==> config.mk <==
export PLATFORM = sky130hd
export DESIGN_NAME = keypad_scan_controller
export DESIGN_NICKNAME = d
export VERILOG_FILES = /design/src/rtl/keypad_scan_controller.sv
export SDC_FILE = /design/constraint.sdc
export NUM_CORES = 1
export LEC_CHECK = 0
export BUFFER_PORTS_ARGS = -buffer_cell sky130_fd_sc_hd__buf_2
export CORE_MARGIN = 1
export CORE_UTILIZATION = 30
export DETAILED_ROUTE_END_ITERATION = 8
export PLACE_DENSITY = 0.51
export SYNTH_ARGS = -nofsm -noshare
export SYNTH_HDL_FRONTEND = slang
export SYNTH_SLANG_ARGS = --single-unit
export TNS_END_PERCENT = 5
==> constraint.sdc <==
create_clock -name int_osc -period 2.9 [get_ports int_osc]
set_input_delay 0 -clock int_osc [delete_from_list [all_inputs] [get_ports int_osc]]
set_output_delay 0 -clock int_osc [all_outputs]
set_load 0.05 [all_outputs]
==> src/rtl/keypad_scan_controller.sv <==
// keypad_scan_controller
//   Scans a 4x4 active-low matrix keypad, debounces presses and releases, and
//   drives the two-digit display history (new_digit -> prev_digit) with a
//   one-cycle en strobe per accepted key.
//
// Ports
//   int_osc     : sole clock, rising edge
//   reset       : asynchronous, active-low
//   col[3:0]    : keypad columns, active-low, asynchronous to int_osc
//   row[3:0]    : keypad row drive, active-low one-hot
//   new_digit   : hex code of the most recently accepted key
//   prev_digit  : hex code of the key accepted before that
//   en          : one-cycle strobe on each accepted key
//   key_held    : high while a key is accepted and not yet released
//
// Parameters
//   SCAN_DIV     : cycles each row is driven while scanning (>= 4)
//   DEBOUNCE_CNT : consecutive stable cycles to accept a press or a release
//   REPEAT_CNT   : hold cycles between auto-repeat strobes (>= 2)
//
// Optional feature
//   KEYPAD_AUTOREPEAT_EN : when defined, a held key re-emits en (and repeats
//   the digit shift) every REPEAT_CNT cycles. Undefined: one en per press.

module keypad_scan_controller #(
    parameter int SCAN_DIV     = 4096,
    parameter int DEBOUNCE_CNT = 20000,
    parameter int REPEAT_CNT   = 2000000
) (
    input  logic       int_osc,
    input  logic       reset,
    input  logic [3:0] col,
    output logic [3:0] row,
    output logic [3:0] new_digit,
    output logic [3:0] prev_digit,
    output logic       en,
    output logic       key_held
);

    localparam int DW = $clog2(SCAN_DIV);
    localparam int CW = $clog2(DEBOUNCE_CNT + 1);

    localparam logic [DW-1:0] DWELL_MAX    = DW'(SCAN_DIV - 1);
    // Two sync flops plus one cycle of margin after a row change.
    localparam logic [DW-1:0] DWELL_SAMPLE = DW'(3);
    localparam logic [CW-1:0] DEB_LAST     = CW'(DEBOUNCE_CNT - 1);
    localparam logic [CW-1:0] DEB_MAX      = CW'(DEBOUNCE_CNT);

    // Nibble {r,c} holds the code of the key at row r / column c.
    localparam logic [63:0] KEY_MAP = {
        4'hD, 4'hF, 4'h0, 4'hE,
        4'hC, 4'h9, 4'h8, 4'h7,
        4'hB, 4'h6, 4'h5, 4'h4,
        4'hA, 4'h3, 4'h2, 4'h1
    };

    // A repeat period of 1 would strobe en on consecutive cycles.
    if (SCAN_DIV < 4 || DEBOUNCE_CNT < 1 || REPEAT_CNT < 2) begin : g_bad_param
        $error("keypad_scan_controller: parameter out of range");
    end

    typedef enum logic [1:0] {SCAN, DEBOUNCE, HELD, RELEASE} state_t;

    state_t        state, state_nxt;
    logic [3:0]    col_s1, scol;
    logic [3:0]    row_nxt;
    logic [DW-1:0] dwell, dwell_nxt;
    logic [CW-1:0] deb, deb_nxt, deb_inc;
    logic [3:0]    pat, pat_nxt;
    logic [3:0]    new_nxt, prev_nxt;
    logic          en_nxt, held_nxt;
    logic          scol_valid, scol_idle;
    logic [1:0]    ridx, cidx;
    logic [3:0]    key_code;

`ifdef KEYPAD_AUTOREPEAT_EN
    localparam int RW = $clog2(REPEAT_CNT + 1);
    localparam logic [RW-1:0] REP_LAST = RW'(REPEAT_CNT - 1);
    logic [RW-1:0] rep, rep_nxt;
`endif

    // Exactly one low column is a press; none or several are ignored.
    always_comb begin
        scol_valid = 1'b0;
        case (scol)
            4'b1110, 4'b1101, 4'b1011, 4'b0111: scol_valid = 1'b1;
            default:                            scol_valid = 1'b0;
        endcase
    end

    assign scol_idle = (scol == 4'b1111);
    assign deb_inc   = (deb == DEB_MAX) ? deb : deb + 1'b1;

    // Row is frozen from latch to acceptance, so it names the pressed row.
    always_comb begin
        ridx = 2'd0;
        case (row)
            4'b1101: ridx = 2'd1;
            4'b1011: ridx = 2'd2;
            4'b0111: ridx = 2'd3;
            default: ridx = 2'd0;
        endcase
        cidx = 2'd0;
        case (pat)
            4'b1101: cidx = 2'd1;
            4'b1011: cidx = 2'd2;
            4'b0111: cidx = 2'd3;
            default: cidx = 2'd0;
        endcase
        key_code = KEY_MAP[{ridx, cidx, 2'b00} +: 4];
    end

    always_comb begin
        state_nxt = state;
        row_nxt   = row;
        dwell_nxt = dwell;
        deb_nxt   = deb;
        pat_nxt   = pat;
        new_nxt   = new_digit;
        prev_nxt  = prev_digit;
        en_nxt    = 1'b0;
        held_nxt  = key_held;
`ifdef KEYPAD_AUTOREPEAT_EN
        rep_nxt   = rep;
`endif
        case (state)
            SCAN: begin
                if (dwell >= DWELL_SAMPLE && scol_valid) begin
                    pat_nxt   = scol;
                    deb_nxt   = '0;
                    state_nxt = DEBOUNCE;
                end else if (dwell == DWELL_MAX) begin
                    dwell_nxt = '0;
                    row_nxt   = {row[2:0], row[3]};
                end else begin
                    dwell_nxt = dwell + 1'b1;
                end
            end
            DEBOUNCE: begin
                if (scol != pat) begin
                    // Resume rotation from the frozen row with a fresh dwell.
                    dwell_nxt = '0;
                    state_nxt = SCAN;
                end else if (deb == DEB_LAST) begin
                    prev_nxt  = new_digit;
                    new_nxt   = key_code;
                    en_nxt    = 1'b1;
                    held_nxt  = 1'b1;
                    state_nxt = HELD;
`ifdef KEYPAD_AUTOREPEAT_EN
                    rep_nxt   = '0;
`endif
                end else begin
                    deb_nxt = deb_inc;
                end
            end
            HELD: begin
                if (scol_idle) begin
                    deb_nxt   = '0;
                    state_nxt = RELEASE;
`ifdef KEYPAD_AUTOREPEAT_EN
                    rep_nxt   = '0;
                end else if (rep == REP_LAST) begin
                    // Repeat keeps the same code, so new_digit holds.
                    prev_nxt  = new_digit;
                    en_nxt    = 1'b1;
                    rep_nxt   = '0;
                end else begin
                    rep_nxt   = rep + 1'b1;
`endif
                end
            end
            RELEASE: begin
                if (!scol_idle) begin
                    state_nxt = HELD;
`ifdef KEYPAD_AUTOREPEAT_EN
                    rep_nxt   = '0;
`endif
                end else if (deb == DEB_LAST) begin
                    held_nxt  = 1'b0;
                    row_nxt   = {row[2:0], row[3]};
                    dwell_nxt = '0;
                    state_nxt = SCAN;
                end else begin
                    deb_nxt = deb_inc;
                end
            end
            default: state_nxt = SCAN;
        endcase
    end

    always_ff @(posedge int_osc or negedge reset) begin
        if (!reset) begin
            col_s1     <= 4'b1111;
            scol       <= 4'b1111;
            state      <= SCAN;
            row        <= 4'b1110;
            dwell      <= '0;
            deb        <= '0;
            pat        <= 4'b1111;
            new_digit  <= 4'h0;
            prev_digit <= 4'h0;
            en         <= 1'b0;
            key_held   <= 1'b0;
`ifdef KEYPAD_AUTOREPEAT_EN
            rep        <= '0;
`endif
        end else begin
            col_s1     <= col;
            scol       <= col_s1;
            state      <= state_nxt;
            row        <= row_nxt;
            dwell      <= dwell_nxt;
            deb        <= deb_nxt;
            pat        <= pat_nxt;
            new_digit  <= new_nxt;
            prev_digit <= prev_nxt;
            en         <= en_nxt;
            key_held   <= held_nxt;
`ifdef KEYPAD_AUTOREPEAT_EN
            rep        <= rep_nxt;
`endif
        end
    end

endmodule

==> flow_summary.toml, run 1 <==
[sta]
drv_slew = 0
clock.fmax_mhz = 424
rsz0062_at_grt = "no"
finClkSkew_ps = 8.73
fin_crit_ps = 2360
hold_viol = 0
finalCritPeriodShare_pct = 81.3
relSlewSlack_pct = 32.8
setup_viol = 0
worst_pin_slew_ps = 1010
setup_tns_ps = 0
fin_ws_ps = 541

[yosys]
synthTopCellsByArea = "dfrtp_1, dfstp_2, o21ai_0, mux2_2, ha_1"
yosys.area.top_type = "dfrtp_1"
ys_seq_area_share_pct = 46.3
ys.flop_type = "dfrtp_1"
synth_cell_types = 43
synth_edf_count = 0
async_flop_share_pct = 100
synthCells = 309
avgSynthCellArea_sq_um = 9.76
synth_warnings = 0
syn-cell-area_sq_um = 3020
syn_nets = 328
synth.top_cell.area_share_pct = 33.2
yosys_register_bits = 55

[clock_tree]
htreeDepth = 2
cts_buffers = 5
cts_resized = 0
clock_latency_ps = 310
post_cts_buffers = 0
cts_root_buffer = "clkbuf_8"
cts_sinks = 55
clkTransAtPathRegs_ps = 100
cts_tree = "done"
cts_buffer_depth = 2

[cells_and_area]
layout_common_cells = "o21ai_0, dfrtp_1, nand2_1"
final_util_pct = 35.1
finalNetCount = 356
diodes = 0
drive_above_1_share_pct = 19.5
final_common_cell = "o21ai_0"
syn_to_final_growth_pct = 13.8
stdcell_area_sq_um = 3430

[power]
peakVddDrop_v = 0.000306
p_leak_uw = 0.00156
power_uw = 2490
power_density_nw_per_um2 = 726

[critical_path]
arrival_ps = 2610
end_kind = "register"
max_stage_delay_ps = 590
critical_path_class = "register to register"
cp_max_fo = 11
slowest_stage = "dfstp_2"
start_kind = "register"
crit_top_cell = "o21ai_1"
r2r_slack_ps = 540
worstPathRequired_ps = 3150
crit_chain = "xor2_1 > nor4_4 > o21ai_1 > or3_1 > or4_1 > o21ai_1"
reg2reg_depth = 6

[worst_hold_path]
holdCritPathClass = "primary input to register"
min_path_cells = 2

[floorplan]
ios = 20
rows = 36
start_util_pct = 30.8
die_w_um = 102
fp.dieH_um = 102
core_sq_um = 9770
die_area_sq_um = 10500

[routing]
wirelength_mm = 6.35
drt_iter0_drc = 115
drc = 0
first_pass_iters = 4
via_count = 2423
post_drt_wl_per_cell_um = 13.5
viasPerCell = 5.14
postRouteAntennaNets = 0

[global_route]
grt_max_degree = 44
grt_pass1_vias = 2257
grt_usage_pct = 13.3
grt-ovfl-total = 0
antenna_found_initial = 0
grt_pass1_wl_mm = 10.9

[placement]
gp_congestion = 0.758
dp_slack_ps = 554
dpl_cell_area_sq_um = 3280
dp_hpwl_mm = 4.54
port_buffers = 19

[flow_run]
cap_violations = 0

[status]
outcome = "completed"
## worst max-delay path, delay by kind of cell, from the launching register on
| kind | cells | cell delay [ps] |
|---|---|---|
| AO/OA/AOI/OAI | 2 | 200 |
| XOR/XNOR | 1 | 100 |
| flip-flops | 1 | 590 |
| AND/OR/NAND/NOR | 3 | 1410 |
## power breakdown
part	internal, uW	total [uW]	switching, uW
sequential	874	969	94.7
clock	196	453	257
combinational	398	1070	671
## cell usage after synthesis (2+ instances only)
master      n
o41ai_1     4
clkbuf_1    7
dfrtp_1    40
nor3_1      2
o31ai_1    11
nand4_1     6
nor4_1      3
a31oi_1     7
nand2_1    27
xor2_1      8
o21ai_0    41
nor2_1     19
inv_1      13
and3_1     11
and4_1      4
nand2b_1    7
ha_1       13
dfstp_2    15
o21ai_1     3
o2111ai_1   2
mux2_2     15
nand3_1    18
nor2b_1     2
mux2i_1     2
nand4b_1    3
a21oi_1     9
## registers in the layout (all words and copies together) (netlist names)
signal and flops:
row 4, prev_digit 4, new_digit 4, scol 4
en 1, deb 15, pat 4, dwell 12
key_held 1, state 2, col_s1 4
## metrics by stage
step / hold WS (ps) / cells
floorplan: -296 / 309
global placement: 104 / 458
detailed placement: 107 / 458
CTS: 315 / 471
global route: 324 / 471
finish: 330 / 471
## repair_timing
action	4_1_cts	5_1_grt
hold buffers	5	0
endpoints found under the hold margin	44	0
endpoints found under the setup margin	0	0
## final timing paths
path	from	to
worst max-delay path	scol[1]	deb[3]
worst min-delay path	col[2]	col_s1[2]
worst max register to register	scol[1]	deb[3]
worst min register to register	col_s1[3]	scol[3]
max in group asynchronous	reset	pat[1]
min in group asynchronous	reset	new_digit[2]
## area by class of cell
cell class	instances	area, sq um
Tap cell	133	166
Inverter	13	48.8
Fill cell	1028	6340
Multi-Input combinational cell	233	1540
Timing Repair Buffer	29	183
Sequential cell	55	1400
Clock buffer	6	82.6
Clock inverter	2	15.0
## cell families after synthesis
logic type      synth area share [%]
simple gates                    20.7
compound gates                  16.1
flops                           46.3
buf+inv                         2.66
mux                             6.27
fa+ha+maj                       5.39
xor+xnor                        2.61
## metal layers
| metal | wire, um | global-route usage, % | share of wire [%] |
|---|---|---|---|
| met5 | 0 | 0 | 0 |
| met3 | 217 | 2.60 | 3.4 |
| met2 | 2850 | 20.7 | 45 |
| met1 | 3220 | 18.6 | 51 |
| met4 | 63 | 4.29 | 0.99 |
(Power assumes the default switching activity.)
==> inputs of run 2 (changes only) <==
Clock period 2.9 ns to 2.35 ns, I/O delays scaled along.
==> flow_summary.toml, run 2 (synthesis results as in run 1) <==
[status]
outcome = "completed"

[sta]
relSlewSlack_pct = 63.3
rsz0062_at_grt = "no"
setup_tns_ps = 0
worst_pin_slew_ps = 551
drv_slew = 0
finalCritPeriodShare_pct = 93.5
finClkSkew_ps = 8.71
fin_crit_ps = 2200
clock.fmax_mhz = 455
hold_viol = 0
setup_viol = 0

[flow_run]
cap_violations = 0

[critical_path]
critical_path_class = "register to register"
slowest_stage = "dfstp_2"
start_kind = "register"
worstPathRequired_ps = 2590
cp_max_fo = 6
rr_startpoint = "scol[1]"
crit_chain = "xor2_1 > nor4_4 > o21ai_1 > or3_4 > or4_1 > o21ai_1"
critical_path_buf_inv_count = 0
crit_family = "simple AND/OR/NAND/NOR gates"
max_stage_delay_ps = 590
crit_top_cell = "o21ai_1"
arrival_ps = 2440
reg2reg_depth = 6
r2r-end = "deb[3]"
r2r_slack_ps = 150
end_kind = "register"

[clock_tree]
clock_latency_ps = 310
cts_sinks = 55
cts_tree = "done"
clkTransAtPathRegs_ps = 100
htreeDepth = 2
cts_buffers = 5
cts_root_buffer = "clkbuf_8"
cts_buffer_depth = 2

[cells_and_area]
layout_common_cells = "o21ai_0, dfrtp_1, nand2_1"
regMostFlops = "deb"
final.fill_count = 990
finalNetCount = 373
diodes = 0
syn_to_final_growth_pct = 20.5
drive_above_1_share_pct = 24.8
largestRegisters = "deb (15), dwell (12)"
largest_reg_flops = 15
final_util_pct = 37.2

[routing]
viasPerCell = 5.06
wirelength_mm = 6.61
drt_iter0_drc = 130
first_pass_iters = 4
drc = 0
postRouteAntennaNets = 0
via_count = 2469
post_drt_wl_per_cell_um = 13.5

[floorplan]
rows = 36
start_util_pct = 30.8
die_w_um = 102
core_sq_um = 9770
fp.dieH_um = 102
ios = 20
die_area_sq_um = 10500

[worst_hold_path]
holdCritPathClass = "primary input to asynchronous set/reset pin"

[global_route]
grt_usage_pct = 13.7
grt_max_degree = 33
antenna_found_initial = 0
grt-ovfl-total = 0
grt_pass1_wl_mm = 11.4
grt_pass1_vias = 2373

[placement]
port_buffers = 19
gp_congestion = 0.815
dp_hpwl_mm = 4.75

[power]
power_density_nw_per_um2 = 921
p_leak_uw = 0.00168
peakVddDrop_v = 0.000417
-- run 2: timing repair --
item | CTS | global route
endpoints found under the setup margin | 1 | 12
endpoints found under the hold margin | 12 | 0
gates resized for setup | 1 | 7
hold buffers | 5 | 0
setup buffers | 0 | 0
-- run 2: where the power goes --
part / internal, uW / switching [uW]
combinational: 613 / 886
clock: 341 / 319
sequential: 1080 / 109
-- run 2: worst reg2reg max path, stage by stage, from the launching register on --
cell,delay [ps]
dfstp_2,590
xor2_1,100
nor4_4,350
o21ai_1,120
or3_4,400
or4_1,500
o21ai_1,80
-- run 2: metrics by stage --
step                      instance area [sq um]  worst slack [ps]  cells  total power (uW)  hold slack, ps
after floorplan                            3020               198    309              2160            -296
after global placement                     3420               100    475              2640            12.3
after detailed placement                   3420              61.3    475              2660            22.6
after CTS                                  3600              53.8    488              3340             213
after global routing                       3630              18.1    488              3600             268
final                                      3630               153    488              3350             205
-- run 2: worst max-delay path by stage --
| stage | startpoint | end | depth (start not counted) |
|---|---|---|---|
| after CTS | deb[8] | dwell[11] | 7 |
| after detailed placement | deb[8] | dwell[11] | 7 |
| after floorplan | scol[1] | deb[3] | 7 |
| after global placement | deb[8] | dwell[7] | 7 |
| after global routing | scol[1] | deb[3] | 6 |
| final | scol[1] | deb[3] | 6 |
-- run 2: routing by layer --
metal	part of all wire [%]	vias to the layer above	track usage (%)
met4	1.0	0	3.63
met1	52	1197	19.2
met2	44	46	21.9
li1	-	1218	-
met3	2.9	8	2.39
met5	0	-	0
-- run 2: final cells by class --
| cell class | count | area, sq um | area share, % |
|---|---|---|---|
| multi-input cells | 233 | 1580 | 43.4 |
| flip-flops and latches | 55 | 1400 | 38.4 |
| repair buffers | 46 | 323 | 8.88 |
| well taps | 133 | 166 | 4.58 |
| clock buffers | 8 | 123 | 3.37 |
| inverters | 13 | 48.8 | 1.34 |
